==> src/rtl/hazard_scoreboard.sv <==
// Register-hazard scoreboard with per-GPR latency counters and a fetch-cancel FSM.
// Optional macro HAZARD_CSR_SERIAL_EN serialises CSR-class instructions behind an in-flight flag.
module hazard_scoreboard #(
  parameter int NUM_REGS = 32,
  parameter int REG_W    = 5,
  parameter int SRC_NUM  = 3,
  parameter int LAT_W    = 3
) (
  input  logic                     aclk,
  input  logic                     reset,
  input  logic                     id_valid,
  input  logic [SRC_NUM*REG_W-1:0] id_src_reg,
  input  logic [SRC_NUM-1:0]       id_src_en,
  input  logic                     id_dst_en,
  input  logic [REG_W-1:0]         id_dst_reg,
  input  logic [LAT_W-1:0]         id_dst_lat,
  input  logic                     id_is_csr,
  input  logic                     csr_retire,
  input  logic                     ex_allow_in,
  input  logic                     pipe_flush,
  input  logic                     branch_redirect,
  input  logic                     if_req_outstanding,
  input  logic                     if_resp_valid,
  output logic                     stall,
  output logic                     issue_fire,
  output logic                     if_resp_cancel,
  output logic                     cancel_pending,
  output logic [NUM_REGS-1:0]      busy_mask
);

  typedef enum logic {IDLE = 1'b0, CANCEL = 1'b1} fc_state_e;

  // Handshake: an instruction leaves ID exactly when issue_fire is high, i.e. it is
  // valid, hazard-free, EX accepts it (ex_allow_in) and no flush is killing it.

  logic [LAT_W-1:0] cnt_q [NUM_REGS];
  logic [LAT_W-1:0] cnt_d [NUM_REGS];
  fc_state_e        state_q, state_d;
  logic             raw_hazard;
  logic             csr_block;
  logic             redirect;
  logic [REG_W-1:0] src_idx;

  always_comb begin
    raw_hazard = 1'b0;
    src_idx    = '0;
    for (int i = 0; i < SRC_NUM; i++) begin
      src_idx = id_src_reg[i*REG_W +: REG_W];
      if (id_src_en[i] && (src_idx != '0) && (cnt_q[src_idx] != '0)) raw_hazard = 1'b1;
    end
  end

`ifdef HAZARD_CSR_SERIAL_EN
  logic csr_inflight_q, csr_inflight_d;

  // Retire (or flush) beats a same-cycle CSR issue so the flag never sticks.
  always_comb begin
    csr_inflight_d = csr_inflight_q;
    if (issue_fire && id_is_csr) csr_inflight_d = 1'b1;
    if (csr_retire || pipe_flush) csr_inflight_d = 1'b0;
  end

  always_ff @(posedge aclk) begin
    if (reset) csr_inflight_q <= 1'b0;
    else       csr_inflight_q <= csr_inflight_d;
  end

  assign csr_block = csr_inflight_q;
`else
  logic unused_csr;
  assign unused_csr = id_is_csr ^ csr_retire;
  assign csr_block  = 1'b0;
`endif

  assign stall      = id_valid & (raw_hazard | csr_block);
  assign issue_fire = id_valid & ~stall & ex_allow_in & ~pipe_flush;

  always_comb begin
    for (int r = 0; r < NUM_REGS; r++) begin
      cnt_d[r] = (cnt_q[r] != '0) ? cnt_q[r] - LAT_W'(1) : '0;
      if (issue_fire && id_dst_en && (id_dst_reg != '0) && (id_dst_reg == REG_W'(r)))
        cnt_d[r] = id_dst_lat;
      if (pipe_flush) cnt_d[r] = '0;
    end
    cnt_d[0] = '0;
  end

  always_comb begin
    busy_mask = '0;
    for (int r = 1; r < NUM_REGS; r++) busy_mask[r] = (cnt_q[r] != '0);
  end

  assign redirect = branch_redirect | pipe_flush;

  // A redirect that lands with the response itself keeps that response; only a
  // response still in flight at redirect time is dropped.
  always_comb begin
    state_d        = state_q;
    if_resp_cancel = 1'b0;
    case (state_q)
      IDLE: begin
        if (redirect && if_req_outstanding && !if_resp_valid) state_d = CANCEL;
      end
      CANCEL: begin
        if_resp_cancel = if_resp_valid;
        if (if_resp_valid) state_d = IDLE;
      end
      default: state_d = IDLE;
    endcase
  end

  always_ff @(posedge aclk) begin
    if (reset) begin
      state_q <= IDLE;
      for (int r = 0; r < NUM_REGS; r++) cnt_q[r] <= '0;
    end else begin
      state_q <= state_d;
      cnt_q   <= cnt_d;
    end
  end

  assign cancel_pending = (state_q == CANCEL);

endmodule

==> config.mk <==
export PLATFORM = sky130hd
export DESIGN_NAME = hazard_scoreboard
export DESIGN_NICKNAME = d
export VERILOG_FILES = /design/src/rtl/hazard_scoreboard.sv
export SDC_FILE = /design/constraint.sdc
export NUM_CORES = 1
export LEC_CHECK = 0
export BUFFER_PORTS_ARGS = -buffer_cell sky130_fd_sc_hd__buf_4
export CORE_UTILIZATION = 35
export CTS_CLUSTER_DIAMETER = 120
export CTS_CLUSTER_SIZE = 14
export DETAILED_ROUTE_END_ITERATION = 10
export SKIP_LAST_GASP = 1
export SYNTH_ARGS = -nofsm -noshare
export SYNTH_HDL_FRONTEND = slang
export SYNTH_SLANG_ARGS = --single-unit
==> constraint.sdc <==
create_clock -name aclk -period 8.8 [get_ports aclk]
set_input_delay 1.76 -clock aclk [delete_from_list [all_inputs] [get_ports aclk]]
set_output_delay 1.76 -clock aclk [all_outputs]
set_load 0.005 [all_outputs]
; ---- After elaboration in Yosys (flattened, before gate mapping)
; Index checks and enable logic that the tools add are counted.
[op_classes]
n_reduce_logical = 81
bitwise = 11
addsub = 31
n_lt_le_gt_ge = 3
n_eq_ne = 31
mux = 78
[ops]
columns = op, count
row1 = 2-to-1 mux 3 bit, 68
row2 = nonzero test 3 bit, 34
row3 = "subtractor 3 x 1 -> 3 bit, second input constant", 31
row4 = "== test 5 bit, second input constant", 16
row5 = binary-select mux 3 bit (select 5 bit), 3
row6 = logical AND 1 bit, 41
row7 = "== test 5 x 4 -> 1 bit, second input constant", 8
row8 = "== test 5 x 3 -> 1 bit, second input constant", 4
row9 = nonzero test 5 bit, 4
row10 = ">= comparator 6 bit, second input constant", 3
row11 = inverter 5 -> 6 bit, 3
row12 = "== test 5 x 2 -> 1 bit, second input constant", 2
row13 = 2-to-1 mux 1 bit, 6
row14 = "== test 5 x 1 -> 1 bit, second input constant", 1
row15 = AND 1 bit, 4
row16 = inverter 1 bit, 3
row17 = one-hot mux 1 bit (2 select lines), 1
row18 = OR reduction 2 bit, 1
row19 = zero test 1 bit, 1
row20 = bitwise OR 1 bit, 1
[totals]
output_inout_bits = 36
in_bits = 37
elab_cells = 268
register_bits = 97

; ---- Longest topological paths before layout
; Gate-level depths: netlist (run 1).
[depth]
ltp_word = 18
mapped_depth = 11
ltp_nobuf = 8

; ---- Worst setup path after synthesis (run 1)
; Ideal clock, no wire load.
[synth_path]
path_kind = in2out
startpoint = input id_src_reg[1]
endpoint = output stall
arrival_time_ps = 3711
path_buffers = 2
cell_stages = 7
slack_ps = 3329
path_cell_list = buf_2 -> mux4_2 -> a211o_1 -> and3_1 -> o311ai_4 -> buf_2 -> and2_1
[synth_between]
elab_chain_len = 10
word_cells_on_any_way = 12
cone_classes = mux: 6 / bitwise: 2 / reduce/logical: 4
[synth_rtl]
columns = element, line
row1 = from (decl), 12  ; input logic [SRC_NUM*REG_W-1:0] id_src_reg,
row2 = inverter 5 -> 6 bit (not written as such), 49  ; if (id_src_en[i] && (src_idx != '0) && (cnt_q[src_idx] != '0)) raw_hazard = 1'b1;
row3 = binary-select mux 3 bit (select 5 bit), 49
row4 = 2-to-1 mux 3 bit (not written as such) (2 in a row), 49
row5 = nonzero test 3 bit, 49
row6 = logical AND 1 bit (*), 49
row7 = 2-to-1 mux 1 bit (*) (3 in a row), 49
row8 = AND 1 bit (*), 75  ; assign stall = id_valid & (raw_hazard | csr_block);
row9 = to (decl), 24  ; output logic stall,
; Mark *: on every way between the ends. The rest lies on a longest branch, timed or not. The select of a mux whose other input is x is not followed.

; ---- Worst setup path after layout (run 1)
[layout_path]
startpoint = input id_src_reg[11]
endpoint = output stall
[layout_between]
elab_chain_len = 8
word_cells_on_any_way = 10
cone_classes = mux: 4 / bitwise: 2 / reduce/logical: 4
[layout_rtl]
columns = element, line
row1 = inverter 5 -> 6 bit (not written as such), 49
row2 = binary-select mux 3 bit (select 5 bit), 49
row3 = 2-to-1 mux 3 bit (not written as such) (2 in a row), 49
row4 = nonzero test 3 bit, 49
row5 = logical AND 1 bit (*), 49
row6 = 2-to-1 mux 1 bit (*), 49
row7 = AND 1 bit (*), 75
; Marks and branches as above.

==> results of run 1 <==
sequential cells by signal, summed over array words and instances, names as in the netlist:
name / flops
cancel_pending: 1
cnt_q: 93
cell usage in the layout (no fill, tap or decap), types with 28 or more instances in the layout:
| cell | instances |
|---|---|
| mux2i_1 | 68 |
| nor3_1 | 28 |
| buf_4 | 74 |
| dfxtp_1 | 94 |
| nor2_1 | 46 |
| ha_1 | 62 |
| or3_1 | 35 |
| nand2_1 | 102 |
| a21oi_1 | 41 |
| inv_1 | 100 |
routing by layer:
| metal | vias up | share of wire, % |
|---|---|---|
| li1 | 2699 | - |
| met1 | 2545 | 48 |
| met2 | 107 | 45 |
| met3 | 20 | 4.5 |
| met4 | 0 | 1.7 |
| met5 | - | 0 |
path summary, 6_finish.rpt:
path,start,end,slack [ns],depth (start not counted)
worst max register to register,cnt_q[56],cnt_q[88],5.05,9
worst min-delay path,cancel_pending,cancel_pending,0.47,2
worst max-delay path,id_src_reg[11],stall,2.76,10
worst min register to register,cancel_pending,cancel_pending,0.47,2
power by group:
group / switching [W] / internal (W)
sequential: 0.000000305 / 0.000426
combinational: 0.0000552 / 0.0000265
clock: 0.000167 / 0.000262
total: 0.000223 / 0.000714
critical path, delay by kind of cell:
kind / cells / cell delay (ns)
AO/OA/AOI/OAI: 3 / 0.54
buffers and inverters: 4 / 1.00
multiplexers: 1 / 0.54
AND/OR/NAND/NOR: 2 / 0.42
per-stage QoR:
stage	hold WS [ns]	instance area, um^2	util (%)	total power, W	setup slack, ns
after floorplan	0.450	6600	-	0.000487	3.33
after global placement	0.456	7290	40.0	0.000517	2.82
after detailed placement	0.459	7290	40.0	0.000517	2.80
after CTS	0.470	7610	41.8	0.000944	2.78
after global routing	0.485	7610	41.8	0.000966	2.56
final	0.472	7610	41.8	0.000937	2.76
cell type report:
cell class / instances / area (um^2)
flip-flops and latches: 94 / 1880
multi-input cells: 538 / 4180
repair buffers: 74 / 556
clock inverters: 4 / 70.1
well taps: 229 / 287
clock buffers: 11 / 253
inverters: 102 / 383
fillers: 1829 / 10600
logic make-up (layout without fill, tap and decap cells):
family | Yosys count | count (layout) | synth area share, %
buffers and inverters | 137 | 191 | 8.28
flip-flops | 94 | 94 | 28.5
other | 1 | 1 | 0.0568
multiplexers | 113 | 113 | 20.3
adder cells (fa/ha/maj) | 62 | 62 | 11.7
AND/OR/NAND/NOR | 286 | 286 | 23.5
AO/OA/AOI/OAI | 76 | 76 | 7.56
==> reports/qor.txt, run 1 <==
maximum VDD drop: 0.0964 mV
CTS tree: yes
Die W: 139 um
Tcrit/Tclk final: 68.7%
CP endpoint kind: output pin
Initial Util: 36.3%
Synth Flop Type: dfxtp_1
WP data required: 7.04 ns
number of synthesized flops with an enable pin: 0
port bufs: 69
outcome: finished, final reports clean
final hold violation count: 0
total CTS buffers: 9
postcts setup bufs: 0
Clock Latency Late Sink: 0.35 ns
global-route wire length before repair: 26600 um
initial antenna violation count: 0
count leader, synth: nand2_1
Synth area leaders: dfxtp_1, ha_1, mux2i_1
Post-CTS Resized: 0
area delta synth->final: 15.2%
Clock Skew: 0.00654 ns
Worst path most repeated cell: buf_4
fin crit period: 6.04 ns
Ant. Diodes: 0
core box area: 18200 um^2
Fmax: 166 MHz
crit-path max FO: 33
Async SR Flop Fraction: 0%
final WL: 16700 um
Synthesized Nets: 868
num rows: 49
share of cells above drive strength 1: 20.4%
final setup TNS: 0 ns
slew margin rel.: 46.2%
met3 GRT Util: 3.34%
top cell type by total area after synthesis: dfxtp_1
vias in the first global route: 4987
Pre-antenna DRT Iters: 5
fin nets: 918
Post-Synthesis Cells: 769
wire per inst: 15.9 um
DRC: 0
Slew Limit Fails: 0
Syn Area/Cell: 8.59 um^2
CTS H-tree lvls: 3
Startpoint Class: input port
I/O pin count: 73
RSZ-0062 raised after global routing: no
largest net degree at the start of global routing: 63
Post-Syn Area: 6600 um^2
Slew @ Worst Pin: 0.804 ns
GP Congestion: 0.845
Hold Path Class: flop to flop
LEAKAGE: 3.37 nW
CTS max path bufs: 2
Vias/cell: 5.11
Clock Tree Root: clkbuf_16
gr busiest metal: met2
dpl hpwl: 11900 um
M2 GR Usage: 27.6%
maxcap violations: 0
DP Cell Count: 1037
total grt overflow: 0
slowest CP cell: mux4_2
library cells used by synthesis: 54
CP Cell Sequence: buf_4 -> inv_1 -> mux4_2 -> o2bb2a_1 -> nor3b_1 -> o2bb2ai_1 -> o311ai_4 -> buf_4 -> and2_1 -> buf_4
#FFs+latches synth: 94
Synth top area share: 28.5%
M1 GR Usage: 24.0%
GRT Util Overall: 17.6%
vias: 5371
clock transition at the registers of the reported paths: 0.07 ns
Hold Buf Count CTS: 0
Post-DRT Antenna Nets: 0
Synth Warn #: 0
Post-synth top cells: nand2_1, inv_1, dfxtp_1
Critical Path Max Stage Delay: 0.54 ns
initial drt markers: 280
Die Ht: 139 um
CP arrival: 4.28 ns
die area: 19400 um^2
final setup vio count: 0
clock sinks: 94
WS Path Type: input port to output pin
pwr dens: 123 nW/um^2
register area share after synthesis: 28.5%
Post-Layout Cell Count: 1052
No activity file was read; power rests on OpenSTA's default activity.
==> run 2: changes to the inputs <==
- clock period: 8.8 -> 4.9 ns (I/O delays scaled with it)
==> run 2 against run 1 <==
Via count rose by 0.48%. Utilization fell by 0.096 points. Register-to-register slack got worse by 3.8 ns. Die area did not move. Non-clock buffer count rose by 2. Sequential power rose by 80%. Cell count barely moved. Wire length rose by 0.57%. Combinational power rose by 84%. Total power rose by 74%. Clock power rose by 66%. Clock-buffer cell count rose by 2.
==> reports/qor.txt, run 2 (synthesized netlist as in run 1, its figures left out) <==
Hold Buf Count CTS: 0 (unchanged)
WS Path Type: input port to output pin
Core Util, Final: 41.7% (-0.096 points)
Vias/cell: 5.13 (+0.39%)
Clock Skew: 0.00636 ns (-0.000185 ns)
reg2reg setup slack: 1.23 ns (-3.82 ns)
commonest non-fill, non-tap cells in the layout: nand2_1, inv_1, dfxtp_1
initial drt markers: 303 (+8.2%)
dpl hpwl: 12100 um (+2.0%)
maximum VDD drop: 0.173 mV (+79%)
Post-CTS Resized: 0 (unchanged)
final setup TNS: 0 ns (unchanged)
LEAKAGE: 3.36 nW (-0.28%)
largest net degree at the start of global routing: 63 (unchanged)
vias: 5397 (+0.48%)
CTS tree: yes
CTS H-tree lvls: 3 (unchanged)
Slew @ Worst Pin: 0.806 ns (+0.00174 ns)
CP top delay family: simple AND/OR/NAND/NOR gates
Slew Limit Fails: 0 (unchanged)
Die Ht: 139 um (unchanged)
Min-Delay Endpoint: cancel_pending
power consumption: 0.00163 W (+74%)
Critical Path Max Stage Delay: 0.52 ns (-0.02 ns)
final WL: 16800 um (+0.57%)
most flop-heavy register: cnt_q
worst r2r src: cnt_q[56]
maxcap violations: 0 (unchanged)
wire per inst: 16.0 um (+0.47%)
Worst path most repeated cell: buf_4
Hold Path Class: flop to flop
Die W: 139 um (unchanged)
hold path depth: 2 (unchanged)
slowest CP cell: or4_1
Buf/Inv on CP: 2 (-2)
CP endpoint kind: output pin
pwr dens: 214 nW/um^2 (+74%)
share of cells above drive strength 1: 20.3% (-0.15 points)
Clock Tree Root: clkbuf_16
Initial Util: 36.3% (unchanged)
Tcrit/Tclk final: 84.7%
I/O pin count: 73 (unchanged)
initial antenna violation count: 0 (unchanged)
slew margin rel.: 46.1% (-0.089 points)
Fmax: 241 MHz
clock transition at the registers of the reported paths: 0.06 ns (about the same)
Startpoint Class: input port
port bufs: 69 (unchanged)
CTS max path bufs: 2 (unchanged)
DRC: 0 (unchanged)
clock sinks: 94 (unchanged)
CP arrival: 3.17 ns (-1.11 ns)
Pre-antenna DRT Iters: 4 (-1)
Post-DRT Antenna Nets: 0 (unchanged)
GP Congestion: 0.845 (about the same)
GRT Util Overall: 18.2% (+0.57 points)
core box area: 18200 um^2 (unchanged)
postcts setup bufs: 0 (unchanged)
total grt overflow: 0 (unchanged)
outcome: finished, final reports clean
RSZ-0062 raised after global routing: no
crit-path max FO: 12 (-64%)
area delta synth->final: 15.0%
num rows: 49 (unchanged)
fin crit period: 4.15 ns
fin nets: 920 (+0.22%)
vias in the first global route: 5043 (+1.1%)
most common cell after layout, fill and taps aside: nand2_1
Ant. Diodes: 0 (unchanged)
Crit path depth: 9 (-1)
final setup vio count: 0 (unchanged)
final hold violation count: 0 (unchanged)
reg2reg path depth: 9 (unchanged)
total CTS buffers: 9 (unchanged)
Hold Startpoint: cancel_pending
max FFs per register: 93 (unchanged)
FF-to-FF End: cnt_q[85]
Clock Latency Late Sink: 0.36 ns (about the same)
WP data required: 3.92 ns (-3.12 ns)
CP Cell Sequence: buf_4 -> nor4_1 -> a2111oi_0 -> or4_1 -> mux2_2 -> o221ai_2 -> o311ai_4 -> nor3_1 -> buf_4
global-route wire length before repair: 27200 um (+2.1%)
die area: 19400 um^2 (unchanged)
run 2: cell types whose count changed in the layout (fill, tap and decap cells not counted), sizes merged:
cell / before / now
bufinv: 2 / 1
clkbuf: 11 / 13
buf: 74 / 76
clkinv: 3 / 1
run 2: cell type report:
class	count	area, um^2
clock inverter	1	30.0
tap	229	287
timing repair buffer	76	571
fill	1830	10600
sequential	94	1880
multi-input combinational	538	4180
inverter	102	383
clock buffer	13	260
run 2: stage by stage:
stage / setup slack, ns / area (um^2) / instances / hold WS, ns
2_1_floorplan: 0.989 / 6600 / 769 / 0.450
3_3_place_gp: 0.792 / 7300 / 1039 / 0.455
3_5_place_dp: 0.770 / 7300 / 1039 / 0.459
4_1_cts: 0.764 / 7590 / 1053 / 0.470
5_1_grt: 0.562 / 7590 / 1053 / 0.511
6_report: 0.752 / 7590 / 1053 / 0.466
run 2: how the worst max path moves through the flow:
stage / from / to / slack (ns)
after floorplan: id_src_reg[1] / stall / 0.99
after global placement: id_src_reg[8] / issue_fire / 0.79
after detailed placement: id_src_reg[8] / issue_fire / 0.77
after CTS: id_src_reg[8] / issue_fire / 0.76
after global routing: id_src_reg[8] / issue_fire / 0.56
final: id_src_reg[8] / issue_fire / 0.75
run 2: where the power goes:
| part | switching, W | internal (W) |
|---|---|---|
| clock | 0.000294 | 0.000418 |
| sequential | 0.000000513 | 0.000764 |
| combinational | 0.000100 | 0.0000496 |
| total | 0.000395 | 0.00123 |
run 2: worst min-delay path: cells and delay by family (launching register included):
kind                   cells  cell delay [ns]
flip-flops                 1             0.32
buffers and inverters      1             0.05
AO/OA/AOI/OAI              1             0.05
run 2: per-layer routing:
| layer | track usage [%] | vias to the layer above | part of all wire [%] |
|---|---|---|---|
| met5 | 0 | - | 0 |
| met4 | 7.31 | 0 | 2.4 |
| met3 | 3.89 | 27 | 5.1 |
| met2 | 29.0 | 116 | 46 |
| met1 | 23.8 | 2549 | 47 |
| li1 | - | 2705 | - |
